$ cat src/rtl/phy_tx_serial_if.sv
// Word handshake between a producer and the two-lane serial transmitter.
interface phy_tx_serial_if;
    logic [31:0] data_input;
    logic        valid_input;
    logic        ready_output;

    modport master (output data_input, output valid_input, input ready_output);
    modport slave  (input data_input, input valid_input, output ready_output);
endinterface

$ cat src/rtl/phy_tx_serial.sv
// Two-lane MSB-first serializer with one-word holding register, idle-byte fill
// and a post-reset sync preamble of idle slots.
module phy_tx_lane #(
    parameter int VEC_W = 16
) (
    input  logic             clk_32f,
    input  logic             reset,
    input  logic             load,
    input  logic [VEC_W-1:0] slot,
    output logic             ser
);
    logic [VEC_W-1:0] sh;

    always_ff @(posedge clk_32f or negedge reset) begin
        if (!reset)    sh <= '0;
        else if (load) sh <= slot;
        else           sh <= {sh[VEC_W-2:0], 1'b0};
    end

    assign ser = sh[VEC_W-1];
endmodule

module phy_tx_serial #(
    parameter int           SYNC_SLOTS = 2,
    parameter logic [7:0]   IDLE_BYTE  = 8'hBC
) (
    input  logic            clk_32f,
    input  logic            reset,
    phy_tx_serial_if.slave  tx,
    output logic            par_ser_1,
    output logic            par_ser_2,
    output logic            active_output
);
    localparam int NUM_LANES = 2;
    localparam int VEC_W     = 16;
    localparam int SW        = $clog2(SYNC_SLOTS + 2);
    localparam logic [SW-1:0] SYNC_LAST = SW'(SYNC_SLOTS);

    typedef enum logic {SYNC, ACTIVE} state_t;

    state_t                             state_q, state_d;
    logic [SW-1:0]                      sync_cnt, sync_d;
    logic [3:0]                         cnt;
    logic [31:0]                        hold;
    logic                               hold_full, hold_full_d;
    logic                               boundary, accept, data_load;
    logic [NUM_LANES-1:0][VEC_W-1:0]    slot;
    logic [NUM_LANES-1:0]               ser;

    assign boundary = (cnt == 4'd15);
    assign accept   = tx.valid_input & tx.ready_output;

    always_comb begin
        state_d   = state_q;
        sync_d    = sync_cnt;
        data_load = 1'b0;
        if (boundary) begin
            case (state_q)
                SYNC: begin
                    // The boundary after the last preamble slot is already an ACTIVE load.
                    if (sync_cnt == SYNC_LAST) begin
                        state_d   = ACTIVE;
                        data_load = hold_full;
                    end else begin
                        sync_d = sync_cnt + SW'(1);
                    end
                end
                ACTIVE:  data_load = hold_full;
                default: state_d = SYNC;
            endcase
        end
    end

    // A data load needs hold_full, which keeps ready low, so it never coincides with an accept.
    assign hold_full_d = accept | (hold_full & ~data_load);

    assign slot[0] = data_load ? hold[31:16] : {IDLE_BYTE, IDLE_BYTE};
    assign slot[1] = data_load ? hold[15:0]  : {IDLE_BYTE, IDLE_BYTE};

    always_ff @(posedge clk_32f or negedge reset) begin
        if (!reset) begin
            state_q         <= SYNC;
            sync_cnt        <= '0;
            cnt             <= 4'd15;
            hold            <= '0;
            hold_full       <= 1'b0;
            tx.ready_output <= 1'b0;
            active_output   <= 1'b0;
        end else begin
            state_q         <= state_d;
            sync_cnt        <= sync_d;
            cnt             <= cnt + 4'd1;
            hold_full       <= hold_full_d;
            tx.ready_output <= ~hold_full_d;
            active_output   <= (state_d == ACTIVE);
            if (accept) hold <= tx.data_input;
        end
    end

    for (genvar i = 0; i < NUM_LANES; i++) begin : g_lane
        phy_tx_lane #(.VEC_W(VEC_W)) u_lane (
            .clk_32f (clk_32f),
            .reset   (reset),
            .load    (boundary),
            .slot    (slot[i]),
            .ser     (ser[i])
        );
    end

    assign par_ser_1 = ser[0];
    assign par_ser_2 = ser[1];
endmodule

$ cat src/flat_wrapper.sv
// flat-port wrapper written by rule: the top's interface ports become plain ports
module phy_tx_serial_flat 
#(
    parameter int           SYNC_SLOTS = 2,
    parameter logic [7:0]   IDLE_BYTE  = 8'hBC
)
  (clk_32f, reset, par_ser_1, par_ser_2, active_output, tx_data_input, tx_valid_input, tx_ready_output);
  phy_tx_serial_if tx_i ();
  input  logic clk_32f;
  input  logic reset;
  output logic par_ser_1;
  output logic par_ser_2;
  output logic active_output;
  input wire logic [$bits(tx_i.data_input)-1:0] tx_data_input;
  input wire logic [$bits(tx_i.valid_input)-1:0] tx_valid_input;
  output wire logic [$bits(tx_i.ready_output)-1:0] tx_ready_output;
  assign tx_i.data_input = tx_data_input;
  assign tx_i.valid_input = tx_valid_input;
  assign tx_ready_output = tx_i.ready_output;
  phy_tx_serial #(.SYNC_SLOTS(SYNC_SLOTS), .IDLE_BYTE(IDLE_BYTE)) u_core (.clk_32f(clk_32f), .reset(reset), .tx(tx_i), .par_ser_1(par_ser_1), .par_ser_2(par_ser_2), .active_output(active_output));
endmodule
$ cat config.mk
export PLATFORM = sky130hd
export DESIGN_NAME = phy_tx_serial_flat
export DESIGN_NICKNAME = d
export VERILOG_FILES = /design/src/rtl/phy_tx_serial_if.sv /design/src/rtl/phy_tx_serial.sv /design/src/flat_wrapper.sv
export SDC_FILE = /design/constraint.sdc
export NUM_CORES = 1
export LEC_CHECK = 0
export CORE_ASPECT_RATIO = 1.4
export CORE_UTILIZATION = 45
export CTS_BUF_LIST = sky130_fd_sc_hd__clkbuf_4 sky130_fd_sc_hd__clkbuf_8
export DETAILED_ROUTE_END_ITERATION = 12
export MAX_ROUTING_LAYER = met4
export PLACE_DENSITY = 0.68
export RECOVER_POWER = 50
export SYNTH_ARGS = -nofsm -noshare
export SYNTH_HDL_FRONTEND = slang
export SYNTH_SLANG_ARGS = --single-unit
$ cat constraint.sdc
create_clock -name clk_32f -period 2 [get_ports clk_32f]
set_clock_uncertainty 0.05 [all_clocks]
set_input_delay 0.5 -clock clk_32f [delete_from_list [all_inputs] [get_ports clk_32f]]
set_output_delay 0.5 -clock clk_32f [all_outputs]
set_load 0.01 [all_outputs]
# Yosys cells after proc, flatten, opt, wreduce, memory -nomap -nowiden

Index checks and enable logic that the tools add are counted.

Equality and inequality tests: 2
Reduce and logical (&&, ||, !) cells: 1
Multiply operators: 0
Shift operators: 0
Divide/modulo/power cells: 0
$lt $le $gt $ge: 0
Multiplexer cells: 9
Bitwise operators: 7
Add/sub/neg operators: 2

Operators with widths:

| operator                                                       | number |
|---|---|
| 16-bit 2-to-1 mux                                              | 4 |
| 4-bit by 1-bit adder with 4-bit output (second input constant) | 1 |
| 4-bit equality test (second input constant)                    | 1 |
| 1-bit 2-to-1 mux                                               | 4 |
| 1-bit NOT                                                      | 4 |
| 3-bit AND reduction                                            | 1 |
| 2-bit by 1-bit adder with 2-bit output (second input constant) | 1 |
| 1-bit AND                                                      | 2 |
| 2-bit equality test (second input constant)                    | 1 |
| 1-bit one-hot mux with 2 select lines                          | 1 |
| 1-bit bitwise OR                                               | 1 |

Output and inout bits: 4
Input bits: 35
Word-level logic and storage cells: 29
Memories kept: 0
Register bits: 73
RAM bits: 0
Latch bits: 0
Bits in read-only memories: 0

# Logic depth before layout (Yosys ltp)

Gate-level depths: netlist of the first run.

Word-level depth: 8
Mapped depth: 6
Gate-level depth less buffers: 5

# Hierarchy

From an unflattened synthesis of the first run, not the netlist that was laid out.

Cells, all modules: 199
Area, all modules: 3,055.4 um^2

Modules (own cells, without submodules):

| module        | seq. area each (um^2) | cells each | times used | area each (um^2) |
|---|---|---|---|---|
| phy_tx_serial | 1,031.0               | 131        | 1          | 1,771.7 |
| phy_tx_lane   | 400.4                 | 34         | 2          | 641.9 |

# Worst setup path after synthesis of the first run

OpenSTA, ideal clock, no wires.

Kind: flip-flop to flip-flop
Start: register u_core.cnt[0]
End: register u_core.g_lane[0].u_lane.sh[10]
Required time: 1,829 ps
Path slack: 478 ps
Cell stages (with the launch flop): 7
Clock period less this slack: 1,522 ps
Arrival: 1,350 ps
Library setup time: 121 ps
Cells stage by stage: dfstp_2 > ha_1 > and3_1 > buf_4 > nand3b_4 > buf_6 > o22a_1

Cells in the longest elaborated chain, start to end: 4

Ends and longest elaborated chain:

| what                   | line                | text |
|---|---|---|
| from (decl)            | phy_tx_serial.sv:43 | `logic [3:0] cnt;` |
| from (signal assigned) | phy_tx_serial.sv:92 | `cnt <= cnt + 4'd1;` |
| 4-bit equality test *  | phy_tx_serial.sv:50 | `assign boundary = (cnt == 4'd15);` |
| 1-bit 2-to-1 mux       | phy_tx_serial.sv:57 | `if (boundary) begin` |
| 16-bit 2-to-1 mux      | phy_tx_serial.sv:77 | `assign slot[0] = data_load ? hold[31:16] : {IDLE_BYTE, IDLE_BYTE};` |
| 16-bit 2-to-1 mux *    | phy_tx_serial.sv:16 | `else if (load) sh <= slot;` |
| to (signal assigned)   | phy_tx_serial.sv:16 |  |
| to (signal assigned)   | phy_tx_serial.sv:17 | `else sh <= {sh[VEC_W-2:0], 1'b0};` |
| to (decl)              | phy_tx_serial.sv:12 | `logic [VEC_W-1:0] sh;` |

Every way passes the cells marked *; elsewhere a longest branch is shown, timed or not.
A chain may end at the register's enable or synchronous reset.

# Final worst setup path of the first run

Start: register u_core.cnt[0]
End: register u_core.g_lane[1].u_lane.sh[6]

Cells in the longest elaborated chain, start to end: 4

Ends and longest elaborated chain:

| what                  | line                | text |
|---|---|---|
| 4-bit equality test * | phy_tx_serial.sv:50 |  |
| 1-bit 2-to-1 mux      | phy_tx_serial.sv:57 |  |
| 16-bit 2-to-1 mux     | phy_tx_serial.sv:78 | `assign slot[1] = data_load ? hold[15:0] : {IDLE_BYTE, IDLE_BYTE};` |
| 16-bit 2-to-1 mux *   | phy_tx_serial.sv:16 |  |
| to (signal assigned)  | phy_tx_serial.sv:16 |  |
| to (signal assigned)  | phy_tx_serial.sv:17 |  |
| to (decl)             | phy_tx_serial.sv:12 |  |

Marks and branches as above.

==> impl_metrics.tcl, run 1 <==
set metrics [dict create \
    area_growth_pct 23.2 \
    gr-usage-all-layers 0.172 \
    r2r_start "u_core.cnt[0]" \
    r2r_slack_ps 140 \
    fin_area_um2 3310 \
    cp-endpoint "u_core.g_lane[1].u_lane.sh[6]" \
    clk_pin_slew_ps 70 \
    grt_max_degree 50 \
    p_sw_frac 0.213 \
    worst-path-max-fanout 12 \
    cp.arrival_ps 2080 \
    peakVddDrop_uv 429 \
    synthArstFlopShare 1.00 \
    cp.depth 4 \
    dpl.hpwl_um 2990 \
    status "finished, final reports clean" \
    fin_crit_ps 1860 \
    ys_ff_latch 73 \
    antenna_found_initial 0 \
    crit_path_max_incr_delay_ps 640 \
    cts_buffers 9 \
    placedInstanceArea_um2 3150 \
    ff2ff_path_depth 4 \
    wl_per_cell_um 15.7 \
    power.density_nw_per_um2 810 \
    intPower_w 0.00211 \
    initial_core_util 0.476 \
    cts_buffer_depth 2 \
    cts_tree "done" \
    min_period_over_period 0.929 \
    multi_input_area_um2 781 \
    root_buffer "clkbuf_8" \
    syn_area_per_cell_um2 16.0 \
    regArea_um2 1830 \
    gp_congestion 0.699 \
    crit_start "u_core.cnt[0]" \
    grt_pass1_vias 1582 \
    yosysWarnings 0 \
    required_ps 2220 \
    postSynthCellCount 168 \
    ys_seq_area_frac 0.682 \
    fillers 423 \
    drt_iter0_markers 70 \
    power_w 0.00268 \
    power.share.clock 0.362 \
    ant_nets 0 \
    path_cells "ha_1 -> nand3_1 -> nor3b_2 -> a22o_1" \
    maxSlewViolCount 0 \
    wl_um 4510 \
    synthesis.area_um2 2690 \
    hp-class "reg2reg" \
    gr-total-overflow 0 \
    hold_viol 0 \
    critPathSlowestCell "nor3b_2" \
    setup-tns-final_ps 0 \
    cts.htree.levels 3 \
    die-area_um2 6290 \
    grt_setup_unrepaired "false" \
    numClockSinks 73 \
    syn_nets 205 \
    drive_gt1_frac 0.269 \
    synth_flop_cell "dfrtp_1" \
    power_frac_comb 0.065 \
    power_switching_w 0.000571 \
    fp-row-count 32 \
    critPathTopFamily "simple AND/OR/NAND/NOR gates" \
    drc 0 \
    drv_cap 0 \
    viasPerCell 5.23 \
    slew_headroom 0.498 \
    fmax_ghz 0.538 \
    clk_latency_ps 340 \
    worst_pin_slew_ps 750 \
    cts-resized-gates 0 \
    synth-edff-count 0 \
    power.share.sequential 0.572 \
    dr.pass1.iters 4 \
    io_pins 39 \
    path_class "reg2reg" \
    die_y_um 93.4 \
    final_nets 251 \
    grt_pass1_wl_um 7560 \
    synthDistinctLibCells 24 \
    num_vias 1501 \
    io_buffers 38 \
    cp.buffers_inverters 0 \
    fp.dieW_um 67.3 \
    r2r-end "u_core.g_lane[1].u_lane.sh[6]" \
    diodes 0 \
    leakage_nw 1.56 \
    endpoint_kind "flip-flop" \
    start_kind "flip-flop" \
    fp.coreArea_um2 5650 \
    finalSetupViolations 0 \
]
-- state kept, by name (all words and copies together) (netlist names) --
register                 cells
u_core.g_lane.u_lane.sh     32
u_core.hold                 32
u_core.cnt                   4
u_core.sync_cnt              2
u_core.active_output         1
u_core.hold_full             1
u_core.tx.ready_output       1
-- layout make-up --
type | instances | area share
tap | 68 | 0.0257
sequential | 73 | 0.553
timing repair buffer | 45 | 0.133
inverter | 2 | 0.00227
clock inverter | 4 | 0.00605
multi-input combinational | 83 | 0.236
clock buffer | 12 | 0.0442
-- per-stage QoR --
step | hold slack [ps] | setup slack (ps) | std cells | utilization
after global placement | 308 | 245 | 270 | 0.558
after detailed placement | 303 | 144 | 270 | 0.558
after floorplan | 154 | 478 | 168 | -
after CTS | 416 | 119 | 287 | 0.589
after global routing | 424 | 26.7 | 287 | 0.586
final | 409 | 142 | 287 | 0.586
-- metal layers --
layer  track usage  vias to the layer above  part of all wire
li1              -                      697                 -
met1         0.223                      756              0.45
met2         0.244                       37              0.48
met3        0.0549                       11             0.053
met4        0.0798                        0             0.021
met5             -                        -                 0
-- worst register-to-register path, cell delays in order, from the launching register on --
cell and delay [ps]:
dfstp_2 550, ha_1 200, nand3_1 120, nor3b_2 640, a22o_1 240
-- cells in the mapped netlist, types with 2 or more instances --
| master | n | area share |
|---|---|---|
| and2_1 | 3 | 0.0070 |
| ha_1 | 2 | 0.0093 |
| o22a_1 | 20 | 0.065 |
| dfrtp_1 | 69 | 0.64 |
| inv_1 | 2 | 0.0028 |
| buf_2 | 5 | 0.0093 |
| xnor2_1 | 2 | 0.0065 |
| buf_4 | 2 | 0.0056 |
| buf_6 | 2 | 0.0084 |
| nand2_1 | 3 | 0.0042 |
| a22o_1 | 10 | 0.033 |
| nand3_1 | 2 | 0.0037 |
| mux2_2 | 32 | 0.13 |
| dfstp_2 | 4 | 0.039 |
-- repair_timing --
action / in CTS / in global routing
hold buffers: 1 / 0
setup buffers: 0 / 0
endpoints found under the hold margin: 6 / 0
-- power by group through the flow --
stage / combinational, W / clock (W) / sequential (W)
after detailed placement: 0.000183 / 0 / 0.00156
final: 0.000175 / 0.000971 / 0.00153
after CTS: 0.000186 / 0.000996 / 0.00153
after floorplan: 0.0000683 / 0 / 0.00155
after global placement: 0.000176 / 0 / 0.00156
after global routing: 0.000194 / 0.00107 / 0.00154
-- logic make-up (layout without fill, tap and decap cells) --
group | Yosys count | in the layout | share of synthesized area
AO/OA/AOI/OAI | 34 | 34 | 0.107
XOR/XNOR | 3 | 3 | 0.00978
adder cells (fa/ha/maj) | 2 | 2 | 0.00931
buffers and inverters | 12 | 63 | 0.0275
flip-flops | 73 | 73 | 0.682
multiplexers | 32 | 32 | 0.134
AND/OR/NAND/NOR | 12 | 12 | 0.0307
-- placed cells by master, fill, tap and decap left out, types with 3 or more instances in the layout --
master / instances
mux2_2: 32
dfrtp_1: 69
nand2_1: 3
clkbuf_4: 4
o22a_1: 20
clkdlybuf4s50_1: 37
clkbuf_8: 9
and2_1: 3
buf_4: 3
clkinv_2: 4
a22o_1: 10
dfstp_2: 3
-- worst min-delay path by stage --
| stage | to | startpoint | depth (start not counted) |
|---|---|---|---|
| after global routing | u_core.cnt[0] | u_core.cnt[0] | 1 |
| final | u_core.cnt[0] | u_core.cnt[0] | 1 |
| after CTS | u_core.cnt[0] | u_core.cnt[0] | 1 |
| after global placement | u_core.hold[31] | reset | 1 |
| after floorplan | u_core.active_output | reset | 0 |
| after detailed placement | u_core.g_lane[0].u_lane.sh[15] | reset | 1 |
Note: power is estimated with default switching activity, not from simulation.
==> run 2: changes to the inputs <==
Settings changed: PLACE_DENSITY 0.68 to 0.71.
Clock period 2 ns to 1.6 ns, I/O delays scaled along.
==> impl_metrics.tcl, run 2 (synthesis results as in run 1) <==
set metrics [dict create \
    status "finished, final reports clean" \
    min_period_over_period 0.991 \
    gp_congestion 0.747 \
    fmax_ghz 0.631 \
    ant_nets 0 \
    drv_cap 0 \
    top_regs "u_core.g_lane.u_lane.sh (32), u_core.hold (32), u_core.cnt (4)" \
    r2r_start "u_core.cnt[0]" \
    path_class "reg2reg" \
    io_pins 39 \
    die_y_um 93.4 \
    die-area_um2 6290 \
    ff2ff_path_depth 4 \
    power.density_nw_per_um2 968 \
    hold_viol 0 \
    viasPerCell 5.46 \
    antenna_found_initial 0 \
    grt_max_degree 74 \
    clk_latency_ps 330 \
    wl_per_cell_um 17.5 \
    fp.coreArea_um2 5650 \
    path_cells "ha_4 -> and3_4 -> nand3b_4 -> o22a_1" \
    num_vias 1595 \
    worst_pin_slew_ps 940 \
    dr.pass1.iters 4 \
    slew_headroom 0.374 \
    peakVddDrop_uv 516 \
    power_w 0.00331 \
    clk_pin_slew_ps 70 \
    required_ps 1760 \
    cts.htree.levels 3 \
    power.share.sequential 0.580 \
    finalSetupViolations 0 \
    power.share.clock 0.355 \
    fp.dieW_um 67.3 \
    leakage_nw 1.65 \
    intPower_w 0.00258 \
    fin_cells 292 \
    area_growth_pct 27.2 \
    drc 0 \
    fin_crit_ps 1590 \
    maxSlewViolCount 0 \
    critPathSlowestCell "dfstp_2" \
    wl_um 5120 \
    grt_pass1_wl_um 8030 \
    start_kind "flip-flop" \
    mostFrequentLayoutCells "dfrtp_1 (69), clkdlybuf4s50_1 (33), mux2_2 (32)" \
    power_frac_comb 0.065 \
    r2r-end "u_core.g_lane[1].u_lane.sh[13]" \
    p_sw_frac 0.219 \
    numClockSinks 73 \
    initial_core_util 0.476 \
    final_common_cell "dfrtp_1" \
    grt_pass1_vias 1705 \
    gr-total-overflow 0 \
    diodes 0 \
    dpl.hpwl_um 3050 \
    fp-row-count 32 \
    io_buffers 38 \
    drt_iter0_markers 100 \
    power_switching_w 0.000724 \
    cts_buffer_depth 2 \
    setup-tns-final_ps 0 \
    final_nets 258 \
    cp.buffers_inverters 0 \
    drive_gt1_frac 0.313 \
    cts_tree "done" \
    fin_util 0.605 \
    hp-class "in2async" \
    cp.arrival_ps 1750 \
    crit_path_max_incr_delay_ps 580 \
    endpoint_kind "flip-flop" \
    gr-usage-all-layers 0.185 \
    post-place-cells 273 \
    cts_buffers 9 \
    root_buffer "clkbuf_8" \
    worst-path-max-fanout 6 \
    r2r_slack_ps 10 \
    critPathTopFamily "flip-flops" \
    cp.depth 4 \
]
## run 2: cell types whose count changed in the layout (fill, tap and decap cells not counted), moves of 2 or more
cell,before,now
nand3b_4,1,4
dlygate4sd2_1,0,4
buf_4,3,6
clkbuf_4,4,2
clkdlybuf4s50_1,37,33
buf_6,0,3
## run 2: worst reg2reg max path: stages (launching register included)
cell      delay (ps)
dfstp_2          580
ha_4             160
and3_4           300
nand3b_4         150
o22a_1           240
## run 2: worst max-delay path by stage
stage	end	slack [ps]	startpoint
2_1_floorplan	u_core.g_lane[0].u_lane.sh[10]	80	u_core.cnt[0]
3_3_place_gp	u_core.g_lane[1].u_lane.sh[12]	-90	u_core.cnt[0]
3_5_place_dp	u_core.g_lane[1].u_lane.sh[12]	-100	u_core.cnt[0]
4_1_cts	u_core.g_lane[1].u_lane.sh[1]	2	u_core.cnt[0]
5_1_grt	u_core.g_lane[1].u_lane.sh[13]	-40	u_core.cnt[0]
6_report	u_core.g_lane[1].u_lane.sh[13]	10	u_core.cnt[0]
## run 2: what timing repair did
item / 4_1_cts / 5_1_grt
resized for setup: 7 / 8
pin swaps: 2 / 6
buffers inserted: 0 / 2
hold buffers: 0 / 0
gates cloned: 1 / 2
setup endpoints to repair: 24 / 32
## run 2: layout make-up
type	instances	area, um2
Clock buffer	10	131
Clock inverter	4	22.5
Fill cell	419	2230
Inverter	2	7.51
Multi-Input combinational cell	86	861
Sequential cell	73	1830
Tap cell	68	85.1
Timing Repair Buffer	49	477
## run 2: power groups by stage
| stage | clock network, W | registers (W) | logic (W) |
|---|---|---|---|
| 2_1_floorplan | 0 | 0.00194 | 0.0000853 |
| 3_3_place_gp | 0 | 0.00195 | 0.000218 |
| 3_5_place_dp | 0 | 0.00195 | 0.000227 |
| 4_1_cts | 0.00120 | 0.00192 | 0.000227 |
| 5_1_grt | 0.00130 | 0.00192 | 0.000238 |
| 6_report | 0.00117 | 0.00192 | 0.000216 |
## run 2: metrics by stage
step / hold WS [ps] / worst slack [ps] / area [um2]
2_1_floorplan: 54.4 / 78.4 / 2690
3_3_place_gp: 385 / -87.8 / 3170
3_5_place_dp: 393 / -102 / 3170
4_1_cts: 39.8 / 2.50 / 3350
5_1_grt: 344 / -36.2 / 3420
6_report: 270 / 15.0 / 3420
## run 2: per-layer routing
metal  wire [um]  global-route usage  part of all wire  vias up
li1            -                   -                 -      717
met4          70              0.0745             0.014        0
met1        2040               0.206              0.40      822
met5           0                   -                 0        -
met3         259              0.0524             0.051        9
met2        2750               0.306              0.54       47
